<file path="src/rtl/multicycle_ctrl.sv">
// Control FSM for the multi-cycle RV32I core: sequences fetch, decode, execute,
// memory and writeback, and drives the datapath enables and mux selects.
module multicycle_ctrl (
  input  logic       clk,
  input  logic       rst_n,
  input  logic [6:0] opcode,
  input  logic       branch_taken,
  input  logic       mem_ready,
  output logic       mem_req,
  output logic       mem_we,
  output logic       mem_is_fetch,
  output logic       ir_we,
  output logic       pc_we,
  output logic [1:0] pc_sel,
  output logic       rf_we,
  output logic [1:0] wb_sel,
  output logic       alu_a_sel,
  output logic       alu_b_sel,
  output logic       instr_retired,
  output logic       illegal,
  output logic [2:0] state
);

  typedef enum logic [2:0] {
    StFetch  = 3'd0,
    StDecode = 3'd1,
    StExec   = 3'd2,
    StMem    = 3'd3,
    StWb     = 3'd4,
    StTrap   = 3'd5
  } state_e;

  typedef enum logic [3:0] {
    ClsNone,
    ClsAluR,
    ClsAluI,
    ClsLoad,
    ClsStore,
    ClsBranch,
    ClsJal,
    ClsJalr,
    ClsLui,
    ClsAuipc,
    ClsFence,
    ClsIllegal
  } cls_e;

  // PC+4 / ALU result / ALU result with bit 0 cleared
  localparam logic [1:0] PcPlus4  = 2'd0;
  localparam logic [1:0] PcAlu    = 2'd1;
  localparam logic [1:0] PcAluAln = 2'd2;

  localparam logic [1:0] WbAlu  = 2'd0;
  localparam logic [1:0] WbLoad = 2'd1;
  localparam logic [1:0] WbPc4  = 2'd2;
  localparam logic [1:0] WbImm  = 2'd3;

  state_e state_q, state_d;
  cls_e   cls_q, cls_d, dec_cls;
  logic   op_a_pc, op_b_imm;

  // Opcode to instruction class; anything unrecognised (SYSTEM included) traps.
  always_comb begin
    dec_cls = ClsIllegal;
    case (opcode)
      7'b0110011: dec_cls = ClsAluR;
      7'b0010011: dec_cls = ClsAluI;
      7'b0000011: dec_cls = ClsLoad;
      7'b0100011: dec_cls = ClsStore;
      7'b1100011: dec_cls = ClsBranch;
      7'b1101111: dec_cls = ClsJal;
      7'b1100111: dec_cls = ClsJalr;
      7'b0110111: dec_cls = ClsLui;
      7'b0010111: dec_cls = ClsAuipc;
      7'b0001111: dec_cls = ClsFence;
      default:    dec_cls = ClsIllegal;
    endcase
  end

  // ALU operand selects by latched class; held through MEM and WB so the result stays valid.
  always_comb begin
    op_a_pc  = 1'b0;
    op_b_imm = 1'b0;
    case (cls_q)
      ClsAluI, ClsLoad, ClsStore, ClsJalr: op_b_imm = 1'b1;
      ClsAuipc, ClsJal, ClsBranch: begin
        op_a_pc  = 1'b1;
        op_b_imm = 1'b1;
      end
      default: ;
    endcase
  end

  // State and class registers with synchronous active-low reset.
  always_ff @(posedge clk) begin
    if (!rst_n) begin
      state_q <= StFetch;
      cls_q   <= ClsNone;
    end else begin
      state_q <= state_d;
      cls_q   <= cls_d;
    end
  end

  // Next-state and datapath controls.
  always_comb begin
    state_d       = state_q;
    cls_d         = cls_q;
    mem_req       = 1'b0;
    mem_we        = 1'b0;
    mem_is_fetch  = 1'b0;
    ir_we         = 1'b0;
    pc_we         = 1'b0;
    pc_sel        = PcPlus4;
    rf_we         = 1'b0;
    wb_sel        = WbAlu;
    alu_a_sel     = 1'b0;
    alu_b_sel     = 1'b0;
    instr_retired = 1'b0;
    illegal       = 1'b0;

    case (state_q)
      StFetch: begin
        mem_req      = 1'b1;
        mem_is_fetch = 1'b1;
        if (mem_ready) begin
          ir_we   = 1'b1;
          state_d = StDecode;
        end
      end

      StDecode: begin
        cls_d = dec_cls;
        case (dec_cls)
          ClsIllegal: state_d = StTrap;
          ClsFence: begin
            pc_we         = 1'b1;
            instr_retired = 1'b1;
            state_d       = StFetch;
          end
          default: state_d = StExec;
        endcase
      end

      StExec: begin
        alu_a_sel = op_a_pc;
        alu_b_sel = op_b_imm;
        case (cls_q)
          ClsBranch: begin
            pc_we         = 1'b1;
            pc_sel        = branch_taken ? PcAlu : PcPlus4;
            instr_retired = 1'b1;
            state_d       = StFetch;
          end
          ClsLoad, ClsStore: state_d = StMem;
          ClsAluR, ClsAluI, ClsJalr, ClsAuipc, ClsJal, ClsLui: state_d = StWb;
          default: state_d = StTrap;
        endcase
      end

      StMem: begin
        mem_req   = 1'b1;
        mem_we    = (cls_q == ClsStore);
        alu_a_sel = op_a_pc;
        alu_b_sel = op_b_imm;
        if (mem_ready) begin
          if (cls_q == ClsStore) begin
            pc_we         = 1'b1;
            instr_retired = 1'b1;
            state_d       = StFetch;
          end else begin
            state_d = StWb;
          end
        end
      end

      StWb: begin
        rf_we         = 1'b1;
        pc_we         = 1'b1;
        instr_retired = 1'b1;
        alu_a_sel     = op_a_pc;
        alu_b_sel     = op_b_imm;
        state_d       = StFetch;
        case (cls_q)
          ClsLoad:         wb_sel = WbLoad;
          ClsJal, ClsJalr: wb_sel = WbPc4;
          ClsLui:          wb_sel = WbImm;
          default:         wb_sel = WbAlu;
        endcase
        case (cls_q)
          ClsJal:  pc_sel = PcAlu;
          ClsJalr: pc_sel = PcAluAln;
          default: pc_sel = PcPlus4;
        endcase
      end

      StTrap: illegal = 1'b1;

      default: state_d = StFetch;
    endcase
  end

  assign state = state_q;

endmodule

</file>
<file path="config.mk">
export PLATFORM = sky130hd
export DESIGN_NAME = multicycle_ctrl
export DESIGN_NICKNAME = d
export VERILOG_FILES = /design/src/rtl/multicycle_ctrl.sv
export SDC_FILE = /design/constraint.sdc
export NUM_CORES = 1
export LEC_CHECK = 0
export CAP_MARGIN = 5
export CELL_PAD_IN_SITES_DETAIL_PLACEMENT = 1
export CELL_PAD_IN_SITES_GLOBAL_PLACEMENT = 1
export CORE_ASPECT_RATIO = 0.7
export CORE_MARGIN = 4
export CORE_UTILIZATION = 35
export DETAILED_ROUTE_END_ITERATION = 16
export PLACE_DENSITY_LB_ADDON = 0.1
export SLEW_MARGIN = 20
export SYNTH_ARGS = -nofsm -noshare
export SYNTH_HDL_FRONTEND = slang
export SYNTH_SLANG_ARGS = --single-unit
</file>
<file path="constraint.sdc">
create_clock -name clk -period 3.6 [get_ports clk]
set_input_delay 0.36 -clock clk [delete_from_list [all_inputs] [get_ports clk]]
set_output_delay 0.36 -clock clk [all_outputs]
set_load 0.005 [all_outputs]
</file>
### Word level (Yosys, flattened, before mapping)

Index checks and enable logic that the tools add are counted.

| storage, ports and cells | value |
|---|---|
| register bits after elaboration | 7 |
| input port bits | 11 |
| output and inout bits | 17 |
| word-level logic and storage cells | 69 |

| cells by class | value |
|---|---|
| equal/unequal tests | 28 |
| reductions and logical operators | 9 |
| multiplexer cells | 29 |
| bitwise logic cells | 1 |

Operator list:

| operator | number |
|---|---|
| $pmux 4 s10 | 1 |
| $eq 7x6->1 const B | 3 |
| $eq 7x7->1 const B | 3 |
| $mux 1 | 17 |
| $eq 4x3->1 const B | 4 |
| $eq 4x4->1 const B | 4 |
| $pmux 3 s5 | 1 |
| $eq 7x5->1 const B | 2 |
| $mux 3 | 3 |
| $pmux 3 s3 | 1 |
| $eq 4x2->1 const B | 2 |
| $pmux 2 s2 | 2 |
| $eq 7x2->1 const B | 1 |
| $eq 7x4->1 const B | 1 |
| $reduce_or 7->1 | 1 |
| $eq 3x2->1 const B | 2 |
| $eq 3x3->1 const B | 2 |
| $pmux 2 s3 | 1 |
| $pmux 3 s2 | 1 |
| $reduce_or 2->1 | 3 |
| $reduce_or 3->1 | 2 |
| $reduce_or 6->1 | 1 |
| $eq 4x1->1 const B | 1 |
| $ne 2x2->1 const B | 2 |
| other kinds (6) | 6 |

### Depth between registers and ports, before layout

Gate-level depths: netlist of run 1.

| logic depth | value |
|---|---|
| depth after elaboration | 5 |
| mapped depth | 6 |
| gate-level depth less buffers | 4 |

### Least setup slack after synthesis of run 1

OpenSTA, ideal clock, no wires.

| path | value |
|---|---|
| path kind | reg-to-output |
| start | register state_q[2], in the netlist state[2] |
| end | output port pc_we |
| cell stages (with the launch flop) | 7 |
| arrival | 1,341 ps |
| slack | 1,899 ps |
| path buffers | 2 |
| data required time | 3,240 ps |
| cell sequence | dfxtp_1 -> clkbuf_1 -> nor2b_1 -> and4_1 -> nand2_1 -> o221ai_1 -> buf_4 |

| between the ends | value |
|---|---|
| word-level cells in the longest chain between the ends | 2 |
| elaborated cells between the ends (all ways) | 5 |
| those cells by class | eq/ne (4); mux (1) |

Ends and longest elaborated chain:

| element | RTL line | text |
|---|---|---|
| start, declared | 58 | `state_e state_q, state_d;` |
| start signal, assigned | 97 | `state_q <= StFetch;` |
| start signal, assigned | 100 | `state_q <= state_d;` |
| $eq 3x3->1, or another cell as far along | n/a |  |
| $pmux 1 s4 * | n/a |  |
| end, declared | 13 | `output logic pc_we,` |

Every way passes the cells marked *; elsewhere a longest branch is shown, timed or not.

### Final worst setup path of run 1

| path | value |
|---|---|
| start | input port opcode[2] |
| end | output port instr_retired |

| between the ends | value |
|---|---|
| word-level cells in the longest chain between the ends | 5 |
| elaborated cells between the ends (all ways) | 14 |
| those cells by class | eq/ne (11); mux (3) |

Ends and longest elaborated chain:

| element | RTL line | text |
|---|---|---|
| start, declared | 6 | `input logic [6:0] opcode,` |
| $eq 7x4->1, or another cell as far along | 65 | `case (opcode)` |
| $pmux 4 s10 * | 65 |  |
| $eq 4x4->1 * | 134 | `case (dec_cls)` |
| $mux 1 * | 134 |  |
| $pmux 1 s4 * | 122 | `case (state_q)` |
| end, declared | 19 | `output logic instr_retired,` |

Marked as above.

==> results of run 1 <==
cells in the final DEF, fill, tap and decap left out, drive strengths merged, types with 2 or more instances in the layout:
cell type / n
clkdlybuf4s50: 27
o21ai: 11
nor2: 10
nor2b: 9
nand2b: 9
nand2: 7
dfxtp: 7
a31oi: 5
a21oi: 5
nand3: 4
and2: 4
nor3b: 4
clkbuf: 4
xor2: 3
and4: 2
o22ai: 2
nor3: 2
a21boi: 2
inv: 2
nand3b: 2
layer usage:
layer / routed length, um / vias to the layer above / global-route usage (%)
met5: 0 / - / 0
met4: 27 / 0 / 2.694
met3: 191 / 4 / 7.045
met2: 1231 / 30 / 24.88
met1: 1394 / 461 / 27.99
li1: - / 473 / -
flip-flops by register name, indices dropped and copies added, names as in the netlist:
register / cells
cls_q: 4
state: 3
worst max-delay path: stages:
cell and delay, ns:
clkdlybuf4s50_1 0.68, nor3b_1 0.30, nand3_1 0.22, o221ai_1 0.26, clkdlybuf4s50_1 0.56
worst paths after layout:
path                    startpoint                     to  slack [ns]  depth (start not counted)
max                      opcode[2]          instr_retired        0.85                          5
min          cls_q[2]$_SDFFE_PN0P_  cls_q[2]$_SDFFE_PN0P_        0.66                          2
max reg2reg  state[0]$_SDFFE_PN0P_  cls_q[3]$_SDFFE_PN0P_        1.86                          4
min reg2reg  cls_q[2]$_SDFFE_PN0P_  cls_q[2]$_SDFFE_PN0P_        0.66                          2
stage by stage:
step	utilization, %	hold WS (ns)	std cells	instance area (sq um)
after floorplan	-	0.4762	117	874.6
after global placement	49.89	0.6132	167	1127
after detailed placement	49.89	0.6431	167	1127
after CTS	51.05	0.6486	171	1154
after global routing	51.05	0.6890	171	1154
final	51.05	0.6615	171	1154
cells by family after synthesis:
kind of cell / after synthesis / synth area share, %
buf+inv: 11 / 7.438
flops: 7 / 16.02
compound gates: 38 / 31.19
simple gates: 58 / 42.35
xor+xnor: 3 / 3.005
cell type report:
| class | count | area, sq um | area share, % |
|---|---|---|---|
| multi-input combinational | 99 | 669.4 | 58.03 |
| timing repair buffer | 27 | 270.3 | 23.43 |
| sequential | 7 | 140.1 | 12.15 |
| tap | 32 | 40.04 | 3.471 |
| clock buffer | 4 | 26.28 | 2.278 |
| inverter | 2 | 7.507 | 0.6508 |
power groups by stage:
| stage | Combinational [mW] | Sequential [mW] | Clock (mW) |
|---|---|---|---|
| floorplan | 0.0989 | 0.0938 | 0 |
| global placement | 0.133 | 0.112 | 0 |
| detailed placement | 0.137 | 0.114 | 0 |
| CTS | 0.140 | 0.113 | 0.0722 |
| global route | 0.154 | 0.117 | 0.0770 |
| finish | 0.139 | 0.114 | 0.0707 |
==> impl_metrics.json, run 1 <==
{
  "status": "complete, no violations",
  "synth_nets": 128,
  "critPathKind": "input port to output port",
  "via_count": 968,
  "maxSlewHeadroom_pct": 65.62,
  "core_area_sq_mm": 0.002260,
  "worst_pin_slew_ns": 0.5150,
  "finalCritPeriodShare_pct": 76.26,
  "layout_setup_ws_ns": 0.8545,
  "gp_congestion": 0.8451,
  "overflow": 0,
  "wire_per_inst_um": 16.63,
  "power.leakage_nw": 0.4048,
  "post-dp-hpwl_um": 2171,
  "hold_class": "register to register",
  "p_sw_mw": 0.1217,
  "p_comb_share_pct": 43.0,
  "drtIter0Drc": 84,
  "finalHoldViolations": 0,
  "pre_cts_ws_ns": 0.8642,
  "routed_wirelength_um": 2844,
  "switching_share_pct": 37.61,
  "clk_pin_slew_ns": 0.05,
  "drive_above_1_share_pct": 7.914,
  "synth_top_area_cell": "dfxtp_1",
  "ctsHtreeMaxLevel": 1,
  "syn_to_final_growth_pct": 31.90,
  "clock_sink_count": 7,
  "finalSetupViolCount": 0,
  "cts_buffers": 3,
  "maxCapViolCount": 0,
  "total_power_mw": 0.3236,
  "synth-warning-count": 0,
  "portBuffers": 27,
  "syn_inst": 117,
  "rsz0062_at_grt": "false",
  "async_reset_ff_share_pct": 0,
  "initial_core_util_pct": 38.70,
  "synth_flop_cell": "dfxtp_1",
  "crit_required_ns": 3.24,
  "vias_per_cell": 5.661,
  "max_freq_mhz": 364.2,
  "yosys_register_bits": 7,
  "p_per_area_mw_per_mm2": 280.5,
  "dr.pass1.iters": 4,
  "cts_tree": "yes",
  "num_io_pins": 28,
  "pwr-share-seq_pct": 35.1,
  "insertion_delay_ns": 0.25,
  "clock_skew_ns": 0.008906,
  "post_cts_buffers": 0,
  "slew_viol_final": 0,
  "cts-hold-fix-buffers": 0,
  "die_y_um": 49.83,
  "antenna_found_initial": 0,
  "cp-end-kind": "output port",
  "drc": 0,
  "syn-cell-area_sq_um": 874.6,
  "p_int_mw": 0.2019,
  "power_frac_clock_pct": 21.9,
  "fin_nets": 151,
  "rows": 14,
  "grt_max_degree": 18,
  "cts_root_buffer": "clkbuf_4",
  "detail-route-antenna-nets": 0,
  "grt_usage_pct": 18.58,
  "syn_avg_cell_area_sq_um": 7.475,
  "fillers": 293,
  "antenna_cells": 0,
  "synth.area.top_cells": "dfxtp_1, nor2b_1, o21ai_0, nand2b_1, nor2_1",
  "tns_ns": 0,
  "die_x_um": 67.75,
  "grt_pass1_vias": 940,
  "grt_pass1_wl_um": 4781,
  "ir_drop_mv": 0.1246,
  "synth_seq_area_share_pct": 16.02,
  "ctsResizeCount": 0,
  "crit_fanout": 9,
  "synth_cell_type_count": 44,
  "period_needed_ns": 2.746,
  "startpoint_type": "input port",
  "clockBufferDepth": 2,
  "dieArea_sq_mm": 0.003375,
  "synth_top_cells_by_count": "nor2_1, o21ai_0, nor2b_1",
  "synth_enable_flop_cells": 0,
  "arrival_ns": 2.39,
  "synth_top_area_share_pct": 16.02
}
(Power assumes the default switching activity.)
==> run 2: changes to the inputs <==
--- a/config.mk
+++ b/config.mk
@@ -10,7 +10,7 @@
 export CELL_PAD_IN_SITES_GLOBAL_PLACEMENT = 1
 export CORE_ASPECT_RATIO = 0.7
 export CORE_MARGIN = 4
-export CORE_UTILIZATION = 35
+export CORE_UTILIZATION = 29
 export DETAILED_ROUTE_END_ITERATION = 16
 export PLACE_DENSITY_LB_ADDON = 0.1
 export SLEW_MARGIN = 20
==> constraint.sdc (replaced) <==
create_clock -name clk -period 2.44 [get_ports clk]
set_input_delay 0.244 -clock clk [delete_from_list [all_inputs] [get_ports clk]]
set_output_delay 0.244 -clock clk [all_outputs]
set_load 0.005 [all_outputs]
==> impl_metrics.json, run 2 (same netlist as run 1, synthesis figures left out) <==
{
  "arrival_ns": 2.03,
  "status": "complete, no violations",
  "critPathKind": "register to output port",
  "ir_drop_mv": 0.2337,
  "slew_viol_final": 0,
  "ctsHtreeMaxLevel": 1,
  "drive_above_1_share_pct": 14.77,
  "drc": 0,
  "cts_buffers": 3,
  "initial_core_util_pct": 30.77,
  "overflow": 0,
  "clk_pin_slew_ns": 0.04,
  "clock_sink_count": 7,
  "portBuffers": 27,
  "grt_max_degree": 17,
  "power.leakage_nw": 0.4632,
  "num_io_pins": 28,
  "critPathLaunch": "state[2]$_SDFFE_PN0P_",
  "syn_to_final_growth_pct": 43.78,
  "crit_fanout": 12,
  "p_per_area_mw_per_mm2": 441.8,
  "postLayoutCoreUtil_pct": 44.23,
  "rows": 16,
  "dieArea_sq_mm": 0.003972,
  "r2r_start": "state[2]$_SDFFE_PN0P_",
  "maxCapViolCount": 0,
  "startpoint_type": "register",
  "grt_usage_pct": 16.31,
  "via_count": 994,
  "finalSetupViolCount": 0,
  "cpPeakStageDelay_ns": 0.54,
  "core_area_sq_mm": 0.002843,
  "die_x_um": 73.64,
  "antenna_cells": 0,
  "die_y_um": 53.95,
  "hold-path-cell-count": 3,
  "whs_ns": 0.6557,
  "finalCritPeriodShare_pct": 93.03,
  "drtIter0Drc": 41,
  "cp-end-kind": "output port",
  "crit_chain": "nor2b_1 > and2b_1 > nor2_1 > a21oi_1 > clkdlybuf4s50_1",
  "clockBufferDepth": 2,
  "detail-route-antenna-nets": 0,
  "antenna_found_initial": 0,
  "cts_root_buffer": "clkbuf_8",
  "routed_wirelength_um": 2985,
  "layout_common_cells": "clkdlybuf4s50_1, nor2_1, o21ai_0, buf_4, nor2b_1",
  "period_needed_ns": 2.270,
  "dr.pass1.iters": 4,
  "max_freq_mhz": 440.6,
  "fillers": 350,
  "largest_reg_flops": 4,
  "insertion_delay_ns": 0.23,
  "rsz0062_at_grt": "false",
  "clock_skew_ns": 0.003767,
  "final_common_cell": "clkdlybuf4s50_1",
  "maxSlewHeadroom_pct": 72.91,
  "reg2reg_slack_ns": 0.93,
  "total_power_mw": 0.5555,
  "crit_required_ns": 2.20,
  "fin_nets": 161,
  "grt_pass1_wl_um": 4940,
  "slowest_stage": "dfxtp_1",
  "rr_worst_depth": 5,
  "crit_end": "alu_b_sel",
  "grt_pass1_vias": 1018,
  "finalHoldViolations": 0,
  "r2r-end": "state[0]$_SDFFE_PN0P_",
  "wire_per_inst_um": 16.14,
  "gp_congestion": 0.7746,
  "hold_class": "register to register",
  "largest-register": "cls_q",
  "tns_ns": 0,
  "post-dp-hpwl_um": 2353,
  "cts_tree": "yes",
  "final_cells": 185,
  "dp_cells": 181,
  "vias_per_cell": 5.373,
  "cts-hold-fix-buffers": 0,
  "worst_pin_slew_ns": 0.4059
}
-- run 2: final cells by class --
class / instances / area (sq um) / share of cell area, %
Clock buffer: 4 / 45.04 / 3.582
Inverter: 2 / 7.507 / 0.5970
Multi-Input combinational cell: 99 / 674.4 / 53.63
Sequential cell: 7 / 140.1 / 11.14
Tap cell: 36 / 45.04 / 3.582
Timing Repair Buffer: 37 / 345.3 / 27.46
-- run 2: timing repair --
item                       in CTS  in global routing
gates resized for setup         0                  1
setup endpoints to repair       0                  2
buffers inserted                0                  0
-- run 2: critical path: cells and delay by family, from the launching register on --
| family | cells | cell delay, ns |
|---|---|---|
| buffers and inverters | 1 | 0.51 |
| flip-flops | 1 | 0.54 |
| AND/OR/NAND/NOR | 3 | 0.61 |
| AO/OA/AOI/OAI | 1 | 0.13 |
-- run 2: per-stage QoR --
| stage | setup WS, ns | instance area, sq um |
|---|---|---|
| floorplan | 0.8553 | 874.6 |
| global placement | 0.2114 | 1207 |
| detailed placement | 0.07080 | 1207 |
| CTS | 0.03770 | 1252 |
| global route | 0.01044 | 1257 |
| finish | 0.1702 | 1257 |
-- run 2: worst min path at each step --
| stage | start | to | slack [ns] |
|---|---|---|---|
| 3_3_place_gp | cls_q[2]$_SDFFE_PN0P_ | cls_q[2]$_SDFFE_PN0P_ | 0.63 |
| 5_1_grt | opcode[0] | cls_q[1]$_SDFFE_PN0P_ | 0.68 |
| 4_1_cts | cls_q[2]$_SDFFE_PN0P_ | cls_q[2]$_SDFFE_PN0P_ | 0.66 |
| 6_report | cls_q[2]$_SDFFE_PN0P_ | cls_q[2]$_SDFFE_PN0P_ | 0.66 |
| 3_5_place_dp | cls_q[2]$_SDFFE_PN0P_ | cls_q[2]$_SDFFE_PN0P_ | 0.65 |
| 2_1_floorplan | rst_n | state[0]$_SDFFE_PN0P_ | 0.36 |
-- run 2: layer usage --
layer  GRT usage (%)  up-vias  part of all wire (%)
li1                -      492                     -
met1           22.26      476                    52
met2           25.15       22                    43
met3           5.410        4                   4.6
met4           3.012        0                  0.60
met5               0        -                     0
-- run 2: power breakdown --
group | switching (mW) | total (mW) | internal, mW | leakage, nW
registers | 0.0234 | 0.150 | 0.127 | 0.0574
clock network | 0.0566 | 0.170 | 0.114 | 0.0228
logic | 0.114 | 0.235 | 0.121 | 0.383
total | 0.194 | 0.556 | 0.362 | 0.463
